$ cat src/rtl/led_mode_ctrl.sv
// Push-button mode controller: debounced presses step OFF->ON->SLOW->FAST->OFF, LED blinks in SLOW/FAST.
// Press-to-mode latency: 2 sync clk + DB_TICKS ticks + 2 clk; no backpressure, button input is free-running.
module led_mode_ctrl #(
   parameter int TICK_DIV  = 100000,
   parameter int DB_TICKS  = 20,
   parameter int SLOW_HALF = 500,
   parameter int FAST_HALF = 125
) (
   input  logic       clk,
   input  logic       rst,
   input  logic       btn,
   output logic [1:0] led,
   output logic [1:0] mode,
   output logic       tick
);

   localparam int PW   = (TICK_DIV > 1) ? $clog2(TICK_DIV) : 1;
   localparam int DW   = $clog2(DB_TICKS + 1);
   localparam int HMAX = (SLOW_HALF > FAST_HALF) ? SLOW_HALF : FAST_HALF;
   localparam int BW   = $clog2(HMAX + 1);

   localparam logic [PW-1:0] PRESC_LAST = PW'(TICK_DIV - 1);
   localparam logic [DW-1:0] DB_LAST    = DW'(DB_TICKS - 1);
   localparam logic [BW-1:0] SLOW_LAST  = BW'(SLOW_HALF - 1);
   localparam logic [BW-1:0] FAST_LAST  = BW'(FAST_HALF - 1);

   typedef enum logic [1:0] {
      MODE_OFF  = 2'd0,
      MODE_ON   = 2'd1,
      MODE_SLOW = 2'd2,
      MODE_FAST = 2'd3
   } mode_e;

   logic [PW-1:0] r_presc;
   logic          r_sync1;
   logic          r_sync2;
   logic          r_btn_db;
   logic [DW-1:0] r_db_cnt;
   logic          r_db_prev;
   logic          r_press;
   mode_e         r_state;
   mode_e         w_state_nxt;
   logic [BW-1:0] r_blink_cnt;
   logic          r_phase;
   logic          w_tick;
   logic          w_led0;
   logic          w_blinking;
   logic [BW-1:0] w_half_last;

   assign w_tick = (r_presc == PRESC_LAST);

   always_ff @(posedge clk or negedge rst) begin
      if (!rst) begin
         r_presc <= '0;
      end else if (w_tick) begin
         r_presc <= '0;
      end else begin
         r_presc <= r_presc + PW'(1);
      end
   end

   always_ff @(posedge clk or negedge rst) begin
      if (!rst) begin
         r_sync1 <= 1'b0;
         r_sync2 <= 1'b0;
      end else begin
         r_sync1 <= btn;
         r_sync2 <= r_sync1;
      end
   end

   // Counter only advances while the synchronized level disagrees; any agreement restarts it.
   always_ff @(posedge clk or negedge rst) begin
      if (!rst) begin
         r_btn_db <= 1'b0;
         r_db_cnt <= '0;
      end else if (r_sync2 == r_btn_db) begin
         r_db_cnt <= '0;
      end else if (w_tick) begin
         if (r_db_cnt == DB_LAST) begin
            r_btn_db <= r_sync2;
            r_db_cnt <= '0;
         end else begin
            r_db_cnt <= r_db_cnt + DW'(1);
         end
      end
   end

   always_ff @(posedge clk or negedge rst) begin
      if (!rst) begin
         r_db_prev <= 1'b0;
         r_press   <= 1'b0;
      end else begin
         r_db_prev <= r_btn_db;
         r_press   <= r_btn_db & ~r_db_prev;
      end
   end

   always_ff @(posedge clk or negedge rst) begin
      if (!rst) begin
         r_state <= MODE_OFF;
      end else begin
         r_state <= w_state_nxt;
      end
   end

   always_comb begin
      w_state_nxt = r_state;
      w_led0      = 1'b0;
      case (r_state)
         MODE_OFF: begin
            w_led0 = 1'b0;
            if (r_press) w_state_nxt = MODE_ON;
         end
         MODE_ON: begin
            w_led0 = 1'b1;
            if (r_press) w_state_nxt = MODE_SLOW;
         end
         MODE_SLOW: begin
            w_led0 = r_phase;
            if (r_press) w_state_nxt = MODE_FAST;
         end
         MODE_FAST: begin
            w_led0 = r_phase;
            if (r_press) w_state_nxt = MODE_OFF;
         end
         default: begin
            w_state_nxt = MODE_OFF;
         end
      endcase
   end

   assign w_blinking  = (r_state == MODE_SLOW) || (r_state == MODE_FAST);
   assign w_half_last = (r_state == MODE_SLOW) ? SLOW_LAST : FAST_LAST;

   // Every press is a mode change, so it restarts the blink phase even if a tick coincides.
   always_ff @(posedge clk or negedge rst) begin
      if (!rst) begin
         r_blink_cnt <= '0;
         r_phase     <= 1'b1;
      end else if (r_press || !w_blinking) begin
         r_blink_cnt <= '0;
         r_phase     <= 1'b1;
      end else if (w_tick) begin
         if (r_blink_cnt == w_half_last) begin
            r_blink_cnt <= '0;
            r_phase     <= ~r_phase;
         end else begin
            r_blink_cnt <= r_blink_cnt + BW'(1);
         end
      end
   end

   assign tick = w_tick;
   assign led  = {r_btn_db, w_led0};
   assign mode = r_state;

endmodule

$ cat config.mk
export PLATFORM = sky130hd
export DESIGN_NAME = led_mode_ctrl
export DESIGN_NICKNAME = d
export VERILOG_FILES = /design/src/rtl/led_mode_ctrl.sv
export SDC_FILE = /design/constraint.sdc
export NUM_CORES = 1
export LEC_CHECK = 0
export CORE_ASPECT_RATIO = 2
export CORE_MARGIN = 1.5
export CORE_UTILIZATION = 60
export DETAILED_ROUTE_END_ITERATION = 16
export DONT_BUFFER_PORTS = 1
export PLACE_DENSITY_LB_ADDON = 0.08
export REMOVE_ABC_BUFFERS = 1
export SLEW_MARGIN = 10
export SYNTH_ARGS = -nofsm -noshare
export SYNTH_HDL_FRONTEND = slang
export SYNTH_SLANG_ARGS = --single-unit
$ cat constraint.sdc
create_clock -name clk -period 4.2 [get_ports clk]
set_clock_uncertainty 0.1 [all_clocks]
set_input_delay 0.84 -clock clk [delete_from_list [all_inputs] [get_ports clk]]
set_output_delay 0.84 -clock clk [all_outputs]
set_load 0.1 [all_outputs]
# Word-level counts from Yosys, hierarchy flattened
# Cells that the tools add are included.
# op_classes
n_addsub	3
n_reduce_logical	11
mux	17
n_eq_ne	11
bitwise_logic	4
# op_table
op	n
$mux 9	4
$add 17x1->17 const B	1
$eq 17x17->1 const B	1
$mux 17	1
$mux 5	3
$add 9x1->9 const B	1
$eq 9x9->1	1
$mux 2	4
$ne 2x2->1 const B	4
$pmux 2 s4	1
$reduce_bool 2->1	3
$add 5x1->5 const B	1
$eq 5x5->1 const B	1
$eq 2x2->1 const B	2
$reduce_and 4->1	1
$mux 1	3
$not 1->1	3
$pmux 1 s3	1
$reduce_and 3->1	1
$eq 2x1->1 const B	1
$logic_not 2->1	1
$logic_or 1x1->1	2
$reduce_and 2->1	1
$reduce_or 2->1	1
3 further kinds	3
# word_totals
word_cells	56
register_bits	39
output_inout_bits	5
input_bits	3

# Longest topological paths before layout
# Gate-level depths: netlist (run 1).
# depth
depth_word	6
depth_mapped	8
mapped_depth_nobuf	7

# Worst setup path after synthesis (run 1)
# Ideal clock, no wire load.
# synth_path
path_type	flip-flop to flip-flop
startpoint	register r_state[0], in the netlist mode[0]
endpoint	register r_blink_cnt[7]
path_slack_ps	1207
period_less_slack_ps	2993
t_arrival_ps	2773
t_required_ps	3979
stages_incl_launch_ff	9
n_path_buf	1
setup_time_ps	121
path_cell_list	dfrtp_1 inv_1 ha_1 or4b_4 mux2i_4 a21oi_2 buf_6 a21o_1 a22o_1
# synth_between
elab_chain_cells	6
word_cells_on_any_way	11
classes_between	3 x eq/ne; 4 x mux; 4 x reduce/logical
# synth_rtl
element	line_no	text
start, declared	41	mode_e r_state;
start signal, assigned	103	r_state <= w_state_nxt;
$eq 2x2->1	133, 134	
$mux 9	134	assign w_half_last = (r_state == MODE_SLOW) ? SLOW_LAST : FAST_LAST;
$eq 9x9->1	145	if (r_blink_cnt == w_half_last) begin
$mux 9	145	
$mux 9	144	end else if (w_tick) begin
$mux 9	141	end else if (r_press || !w_blinking) begin
end signal, assigned	149	r_blink_cnt <= r_blink_cnt + BW'(1);
end, declared	43	logic [BW-1:0] r_blink_cnt;
# Several ways; a longest one is shown, not always the timed one. The select of a mux whose other input is x is not followed.
# A chain may end at the register's enable or synchronous reset.

# Worst setup path after layout (run 1)
# layout_path
startpoint	register r_state[1], in the netlist mode[1]
endpoint	output port led[0]
# layout_between
elab_chain_cells	3
word_cells_on_any_way	6
classes_between	3 x eq/ne; 1 x mux; 2 x reduce/logical
# layout_rtl
element	line_no	text
$eq 2x2->1	110	case (r_state)
$reduce_or 2->1 (no source line)	--	
$pmux 1 s3 *	110	
end, declared	12	output logic [1:0] led,
# Mark *: on every way between the ends. The rest lies on a longest branch, timed or not.

==> summary.txt, run 1 <==
Run status = completed
# port buffers = 0
Core Util, Final = 67.79%
Multiplexer share of the synthesized area = 3.216%
Post-cts resize count = 0
Class of the worst hold path = in2async
Wire length per cell after detailed routing = 16.05 um
Synth top area share = 47.00%
Setup TNS after final layout = 0 ps
Total number of vias = 1,426
Max transition margin = 28.68%
CTS tree = built
Critical Path End Type = output port
Critical path peak fanout = 8
Peak supply drop = 0.2880 mV
Area of the mapped netlist = 2023 um^2
R2R Path End = r_blink_cnt[7]$_DFFE_PN0P_
WP data arrival = 1910 ps
Period minus WS final = 2846 ps
Summed area of non-filler cells in the final layout = 2165 um^2
Total gr overflow = 0
Pin count of the biggest net entering global routing = 40
Final Wtd Congestion = 0.8287
Largest family of logic cells by synthesized area = simple AND/OR/NAND/NOR gates
Aggregate routed wire length = 3.756 mm
Synth top cells by count = 38 x dfrtp_1, 23 x nor2_1, 18 x nand2_1
#FFs+latches synth = 39
Cell count after synthesis = 197
Worst Reg-to-Reg Cells = 6
Setup repair after global routing missed its margin = no
Highest Clock Rate = 351.4 MHz
Post-synthesis to final-layout area growth = 6.988%
Area of the die = 3750 um^2
Insertion delay of the later-clocked pin in the worst-skew pair = 290 ps
CTS Root Buffer Type = clkbuf_8
Number of nets in the layout = 214
Crit Path Class = reg2out
Core footprint = 3193 um^2
Total CTS buffers = 5
Count of warnings emitted by yosys = 0
Number of diodes added for antenna fixing = 0
Sort of element at the start of the critical path = register
Placed Cells = 226
Total I/O pin count = 8
Count of endpoints failing hold in the final timing report = 0
Fraction of the yosys area taken by sequential cells = 48.30%
Deepest clock path buffer count = 2
Most numerous cell in the Yosys netlist = dfrtp_1
Tcrit/Tclk final = 67.77%
Most used flip-flop cell after synthesis = dfrtp_1
Number of clock sinks seen by CTS = 39
Register-to-register path setup slack = 1400 ps
Fraction of registers with async set or reset after synthesis = 100.0%
Share of final-layout standard cells stronger than drive strength 1 = 11.33%
Simple-gate portion of the synthesized area = 24.18%
Number of distinct library cells after synthesis = 45
Overall power = 688.1 uW
Mean instance size in the synthesized netlist = 10.27 um^2
Site row count = 29
Remaining antenna violation count = 0
Areal power density over the cells = 317.9 nW/um^2
Setup Buffers After CTS = 0
Cell taking the most area after synthesis = dfrtp_1
Least-Margin Pin Slew = 1070 ps
Max Cap Viol = 0
First-pass GRT wire length = 6.596 mm
Deepest level of the CTS H-tree = 2
Endpoint required time on the critical path = 3260 ps
Via count of the first global-routing pass = 1,551
Vias per inst = 6.094
Leakage power summed over all cells = 0.0009719 uW
Area of placed instances = 2052 um^2
Post-synthesis share of cell area spent on full adders, half adders and majority gates = 5.566%
XOR/XNOR Fraction of Synth Area = 7.792%
Width of the die = 44.06 um
Hold Buf Count CTS = 0
Number of antenna violations at the first check in global routing = 0
GR Util All Layers = 23.36%
Fraction of the mapped netlist area in compound gates = 7.854%
Number of setup violations in the final report = 0
Layout Cells excl Fill = 234
Die Height = 85.12 um
Critical register-to-register path startpoint = mode[1]$_DFFE_PN0P_
Pre-antenna DRT Iters = 4
Top area cells in the synthesized netlist = dfrtp_1 47%, ha_1 5.6%, nor2_1 4.3%
Max Slew Vio Count = 0
Number of enable flip-flop cells after synthesis = 0
Dpl hpwl = 2.720 mm
Starting Density = 63.36%
Remaining routing DRC violations = 0
Clock transition at path regs = 80 ps
Detailed Route Iter0 Violations = 47
## critical path, stage by stage (launching register included)
cell,delay (ps)
dfrtp_1,1060
nand2_1,150
o21ai_2,90
buf_4,320
## kinds of logic after synthesis
family                   after synthesis
AND/OR/NAND/NOR                       91
flip-flops                            39
AO/OA/AOI/OAI                         23
XOR/XNOR                              18
buffers and inverters                 12
adder cells (fa/ha/maj)                9
multiplexers                           5
## placed cells by master, fill, tap and decap left out, types with 4 or more instances in the layout
| master | n |
|---|---|
| a21oi_1 | 5 |
| clkbuf_8 | 5 |
| dfrtp_1 | 38 |
| ha_1 | 9 |
| inv_1 | 7 |
| nand2_1 | 18 |
| nand3_1 | 13 |
| nand4_1 | 4 |
| nor2_1 | 23 |
| nor2b_1 | 5 |
| nor3_1 | 5 |
| o21ai_0 | 5 |
| xnor2_1 | 9 |
| xor2_1 | 9 |
## through the flow
step,hold slack (ps),worst slack (ps)
after floorplan,231.2,-124.0
after global placement,234.8,1437
after detailed placement,236.5,1397
after CTS,122.2,1339
after global routing,113.5,1206
final,131.5,1354
## per-layer routing
metal / global-route usage (%) / share of wire (%)
met4: 9.917 / 1.8
met2: 43.85 / 59
met5: 0 / 0
met3: 5.106 / 2.9
met1: 22.84 / 36
## sequential cells by signal, summed over array words and instances, names as in the netlist
name and flops:
r_blink_cnt 9, r_presc 17, mode 2, r_press 1
r_phase 1, r_db_cnt 5, r_sync1 1, r_btn_db 1
r_sync2 1, r_db_prev 1
## worst max path at each step
stage	cells after the start	slack, ps	start	to
after floorplan	2	-120	mode[0]$_DFFE_PN0P_	led[0]
after global placement	6	1440	mode[1]$_DFFE_PN0P_	r_blink_cnt[7]$_DFFE_PN0P_
after detailed placement	6	1400	mode[1]$_DFFE_PN0P_	r_blink_cnt[7]$_DFFE_PN0P_
after CTS	3	1340	mode[1]$_DFFE_PN0P_	led[0]
after global routing	6	1210	mode[1]$_DFFE_PN0P_	r_blink_cnt[2]$_DFFE_PN0P_
final	3	1350	mode[1]$_DFFE_PN0P_	led[0]
## cell type report
| type | instances | area, um^2 |
|---|---|---|
| fillers | 248 | 1028 |
| multi-input cells | 146 | 987.2 |
| flip-flops and latches | 39 | 977.2 |
| clock buffers | 5 | 68.82 |
| clock inverters | 3 | 43.79 |
| well taps | 31 | 38.79 |
| inverters | 7 | 26.28 |
| repair buffers | 3 | 22.52 |
## power breakdown
part,internal (uW),switching [uW]
combinational,0.345,0.683
clock,177,134
sequential,376,0.372
Power figures use the tool's default switching activity.
==> inputs of run 2 (changes only) <==
- clock period: 4.2 -> 2.71 ns (I/O delays scaled with it)
==> run 2 against run 1 <==
Die area is the same. Sequential power up 55%. Total power up 41%. Via count is 1.8% higher. Routed wire length is 0.24% higher. Global-route usage barely moved. Final cell count up 2.1%. Critical path type unchanged.
==> summary.txt, run 2 (same netlist as run 1, synthesis figures left out) <==
Critical Path End Type = output port
Cell breakdown of the critical path = ha_1 > and4_1 > and4b_1 > buf_6
Final WS setup = 136.7 ps
Count of endpoints failing hold in the final timing report = 0
Overall power = 973.4 uW
CTS tree = built
Number of clock sinks seen by CTS = 39
Number of setup violations in the final report = 0
WP data arrival = 1930 ps
Largest registers = r_presc: 17 flops, r_blink_cnt: 9 flops, r_db_cnt: 5 flops
Core footprint = 3193 um^2
Critical Path Source = r_presc[0]$_DFF_PN0_
Deepest clock path buffer count = 2
Run status = completed
Dominant delay contributor by cell family on the critical path = simple AND/OR/NAND/NOR gates
Tcrit/Tclk final = 94.96%
Areal power density over the cells = 441.3 nW/um^2
Hold_sp = btn
CP bufs+invs = 1
Setup Buffers After CTS = 0
Total gr overflow = 0
Remaining antenna violation count = 0
Highest Clock Rate = 388.6 MHz
GR Util All Layers = 23.37%
Endpoint required time on the critical path = 2070 ps
Area of the die = 3750 um^2
Class of the worst hold path = in2reg
Pre-antenna DRT Iters = 4
Critical register-to-register path startpoint = mode[0]$_DFFE_PN0P_
Pin count of the biggest net entering global routing = 40
Share of final-layout standard cells stronger than drive strength 1 = 12.50%
Starting Density = 63.36%
Crit Path Class = reg2out
Leakage power summed over all cells = 0.0009883 uW
Setup repair after global routing missed its margin = no
# port buffers = 0
Leading cell types in the layout, fill and taps excluded = 38 x dfrtp_1, 23 x nor2_1, 18 x nand2_1, 13 x nand3_1
Remaining routing DRC violations = 0
Dpl hpwl = 2.680 mm
Final Wtd Congestion = 0.7946
Total I/O pin count = 8
Worst setup slack before clock tree synthesis = 342.3 ps
Max Slew Vio Count = 0
Critical path peak fanout = 6
Number of nets in the layout = 219
Most common cell after layout, fill and taps aside = dfrtp_1
Insertion delay of the later-clocked pin in the worst-skew pair = 290 ps
Wire length per cell after detailed routing = 15.75 um
Largest Register = r_presc
Detailed Route Iter0 Violations = 47
Number of antenna violations at the first check in global routing = 0
Max transition margin = 58.91%
CTS Root Buffer Type = clkbuf_8
Via count of the first global-routing pass = 1,527
Sort of element at the start of the critical path = register
Peak supply drop = 0.3198 mV
Number of diodes added for antenna fixing = 0
Total number of vias = 1,452
Aggregate routed wire length = 3.765 mm
Period minus WS final = 2573 ps
Width of the die = 44.06 um
Post-synthesis to final-layout area growth = 9.029%
Largest register FFs = 17
Least-Margin Pin Slew = 614.2 ps
Vias per inst = 6.075
Clock transition at path regs = 70 ps
Deepest level of the CTS H-tree = 2
Total CTS buffers = 5
Die Height = 85.12 um
Max Cap Viol = 0
First-pass GRT wire length = 6.492 mm
Slowest library cell on the worst path = and4b_1
FILL cells = 260
Site row count = 29
Maximum cell stage delay along the critical path = 420 ps
## run 2: per-stage QoR
stage               area (um^2)  instances  hold WS (ps)  util [%]  TNS (ps)
floorplan                  1987        192         146.4         -     -2597
global placement           2087        229         147.4     65.36         0
detailed placement         2087        229         147.4     65.36         0
CTS                        2202        239         175.2     68.97         0
global route               2206        239         165.3     69.08         0
finish                     2206        239         186.1     69.08         0
## run 2: path summary, 6_finish.rpt
path                                              end  slack, ps  cells after the start
setup reg to reg           r_blink_cnt[7]$_DFFE_PN0P_        330                      7
max in group asynchronous         r_phase$_DFFE_PN1P_       1650                      2
min in group asynchronous     r_db_cnt[4]$_DFFE_PN0P_        610                      2
hold reg to reg                     r_sync2$_DFF_PN0_        250                      0
hold / removal                      r_sync1$_DFF_PN0_        190                      0
setup / recovery                                 tick        140                      4
## run 2: where the power goes
| group | switching (uW) | internal [uW] |
|---|---|---|
| logic | 12.4 | 4.48 |
| registers | 0.665 | 583 |
| clock network | 193 | 180 |
| total | 206 | 767 |
## run 2: layout make-up
cell class                 count  area (um^2)  share of cell area [%]
multi-input combinational    146        987.2                   44.75
sequential                    39        977.2                   44.30
timing repair buffer           8        91.34                   4.141
clock buffer                   6        72.57                   3.290
tap                           31        38.79                   1.758
inverter                       7        26.28                   1.191
clock inverter                 2        12.51                  0.5672
## run 2: routing by layer
metal	wire [um]	up-vias	global-route usage, %
li1	-	701	-
met1	1438	717	24.75
met2	2176	27	41.98
met3	81	7	4.255
met4	68	0	11.29
met5	0	-	0
## run 2: worst register-to-register path, cell delays in order (launching register included)
cell,delay (ps)
dfrtp_1,410
inv_1,150
ha_1,280
or4b_4,560
mux2i_4,180
a21oi_2,160
and2_2,250
a22o_1,190
## run 2: what timing repair did
| item | 4_1_cts | 5_1_grt |
|---|---|---|
| hold endpoints to repair | 39 | 0 |
| hold buffers | 2 | 0 |
| gates resized for setup | 0 | 1 |
| setup endpoints to repair | 0 | 1 |
==> inputs of run 3 (changes only) <==
- ABC_CLOCK_PERIOD_IN_PS: unset -> 2710
- CORE_UTILIZATION: 60 -> 62
- RECOVER_POWER: unset -> 100
==> run 3 against run 2 <==
Non-clock buffer count is the same. Combinational power down 17%. Maximum frequency about the same. Routed wire length is 0.16% lower. Total power is 0.24% lower. Design area is 2.1% lower. Core utilization shrank 0.67 points. Count of clock-buffer cells in the layout stayed put. Final cell count did not move. Critical path depth unchanged. Largest power group unchanged.
==> summary.txt, run 3 (same netlist as run 1, synthesis figures left out) <==
Largest registers = r_presc: 17 flops, r_blink_cnt: 9 flops, r_db_cnt: 5 flops
Run status = completed
Setup repair after global routing missed its margin = no
Critical path peak fanout = 6
R2R Path End = r_blink_cnt[7]$_DFFE_PN0P_
Max transition margin = 12.83%
Deepest clock path buffer count = 2
Pre-antenna DRT Iters = 4
Final Wtd Congestion = 0.8372
Pin count of the biggest net entering global routing = 40
Period minus WS final = 2572 ps
Core footprint = 3157 um^2
Register-to-register path setup slack = 230 ps
Width of the die = 43.40 um
CTS tree = built
Total CTS buffers = 5
Highest Clock Rate = 388.7 MHz
Detailed Route Iter0 Violations = 26
Class of the worst hold path = in2reg
WP data arrival = 1930 ps
Clock transition at path regs = 70 ps
Share of final-layout standard cells stronger than drive strength 1 = 9.615%
Endpoint required time on the critical path = 2070 ps
GR Util All Layers = 24.30%
Number of nets in the layout = 219
Die Height = 83.79 um
Most common cell after layout, fill and taps aside = dfrtp_1
Sort of element at the start of the critical path = register
Number of diodes added for antenna fixing = 0
First-pass GRT wire length = 6.644 mm
# port buffers = 0
Aggregate routed wire length = 3.759 mm
Least-Margin Pin Slew = 1308 ps
Hold path depth = 0
Peak supply drop = 0.5314 mV
Insertion delay of the later-clocked pin in the worst-skew pair = 290 ps
Number of clock sinks seen by CTS = 39
Total I/O pin count = 8
Vias per inst = 6.008
Remaining antenna violation count = 0
Starting Density = 64.09%
Areal power density over the cells = 449.6 nW/um^2
Tcrit/Tclk final = 94.92%
Critical register-to-register path startpoint = mode[0]$_DFFE_PN0P_
Number of antenna violations at the first check in global routing = 0
Largest Register = r_presc
Critical Path End Type = output port
Leading cell types in the layout, fill and taps excluded = 38 x dfrtp_1, 23 x nor2_1, 18 x nand2_1, 13 x nand3_1
Leakage power summed over all cells = 0.0009673 uW
Worst Reg-to-Reg Cells = 7
Largest register FFs = 17
Max Slew Vio Count = 0
Number of setup violations in the final report = 0
Slowest library cell on the worst path = and4b_1
Remaining routing DRC violations = 0
Wire length per cell after detailed routing = 15.73 um
Total number of vias = 1,436
Hold_sp = btn
Max Cap Viol = 0
Core Util, Final = 68.41%
Overall power = 971.0 uW
CTS Root Buffer Type = clkbuf_8
Deepest level of the CTS H-tree = 2
Crit Path Class = reg2out
Worst-case hold path end point = r_sync1$_DFF_PN0_
Post-synthesis to final-layout area growth = 6.741%
Dpl hpwl = 2.751 mm
Area of the die = 3636 um^2
Total gr overflow = 0
Setup Buffers After CTS = 0
Count of endpoints failing hold in the final timing report = 0
Site row count = 29
Cell breakdown of the critical path = ha_1 > and4_1 > and4b_1 > buf_6
Via count of the first global-routing pass = 1,496
Maximum cell stage delay along the critical path = 410 ps
[run 3: worst max path at each step]
stage,startpoint,to,depth (start not counted)
after CTS,r_presc[0]$_DFF_PN0_,tick,4
after detailed placement,mode[0]$_DFFE_PN0P_,r_blink_cnt[7]$_DFFE_PN0P_,7
after global placement,r_presc[0]$_DFF_PN0_,tick,4
final,r_presc[0]$_DFF_PN0_,tick,4
after floorplan,mode[0]$_DFFE_PN0P_,led[0],2
after global routing,r_presc[0]$_DFF_PN0_,tick,4
[run 3: per-layer routing]
metal	part of all wire, %	GRT usage [%]
met5	0	0
met4	3.5	12.12
met3	2.4	4.545
met2	56	42.06
met1	38	27.14
[run 3: where the power goes]
group          switching (uW)  internal [uW]
clock                     194            180
sequential              0.603            583
combinational            12.0           1.94
total                     206            765
[run 3: per-stage QoR]
step / cells / setup WS (ps) / setup TNS, ps / area [um^2] / hold WS, ps
after floorplan: 192 / -1316 / -2597 / 1987 / 146.4
after global placement: 229 / 407.4 / 0 / 2087 / 147.3
after detailed placement: 229 / 352.3 / 0 / 2087 / 147.6
after CTS: 239 / 76.89 / 0 / 2202 / 167.5
after global routing: 239 / 29.08 / 0 / 2160 / 155.5
final: 239 / 137.6 / 0 / 2160 / 176.6
[run 3: final cells by class]
class / instances / area (um^2)
clock buffer: 6 / 72.57
sequential: 39 / 977.2
multi-input combinational: 146 / 970.9
tap: 31 / 38.79
inverter: 7 / 26.28
clock inverter: 2 / 12.51
fill: 267 / 997.2
timing repair buffer: 8 / 61.31
[run 3: timing repair]
action                                 in CTS  in global routing
endpoints found under the hold margin      39                  0
resized for setup                           0                  1
hold buffers                                2                  0
setup endpoints to repair                   0                  1
[run 3: worst max-delay path: cells and delay by family (launching register included)]
family	cells	cell delay, ps
adders and majority gates	1	220
buffers and inverters	1	280
DFF	1	400
and+or+nand+nor	2	740
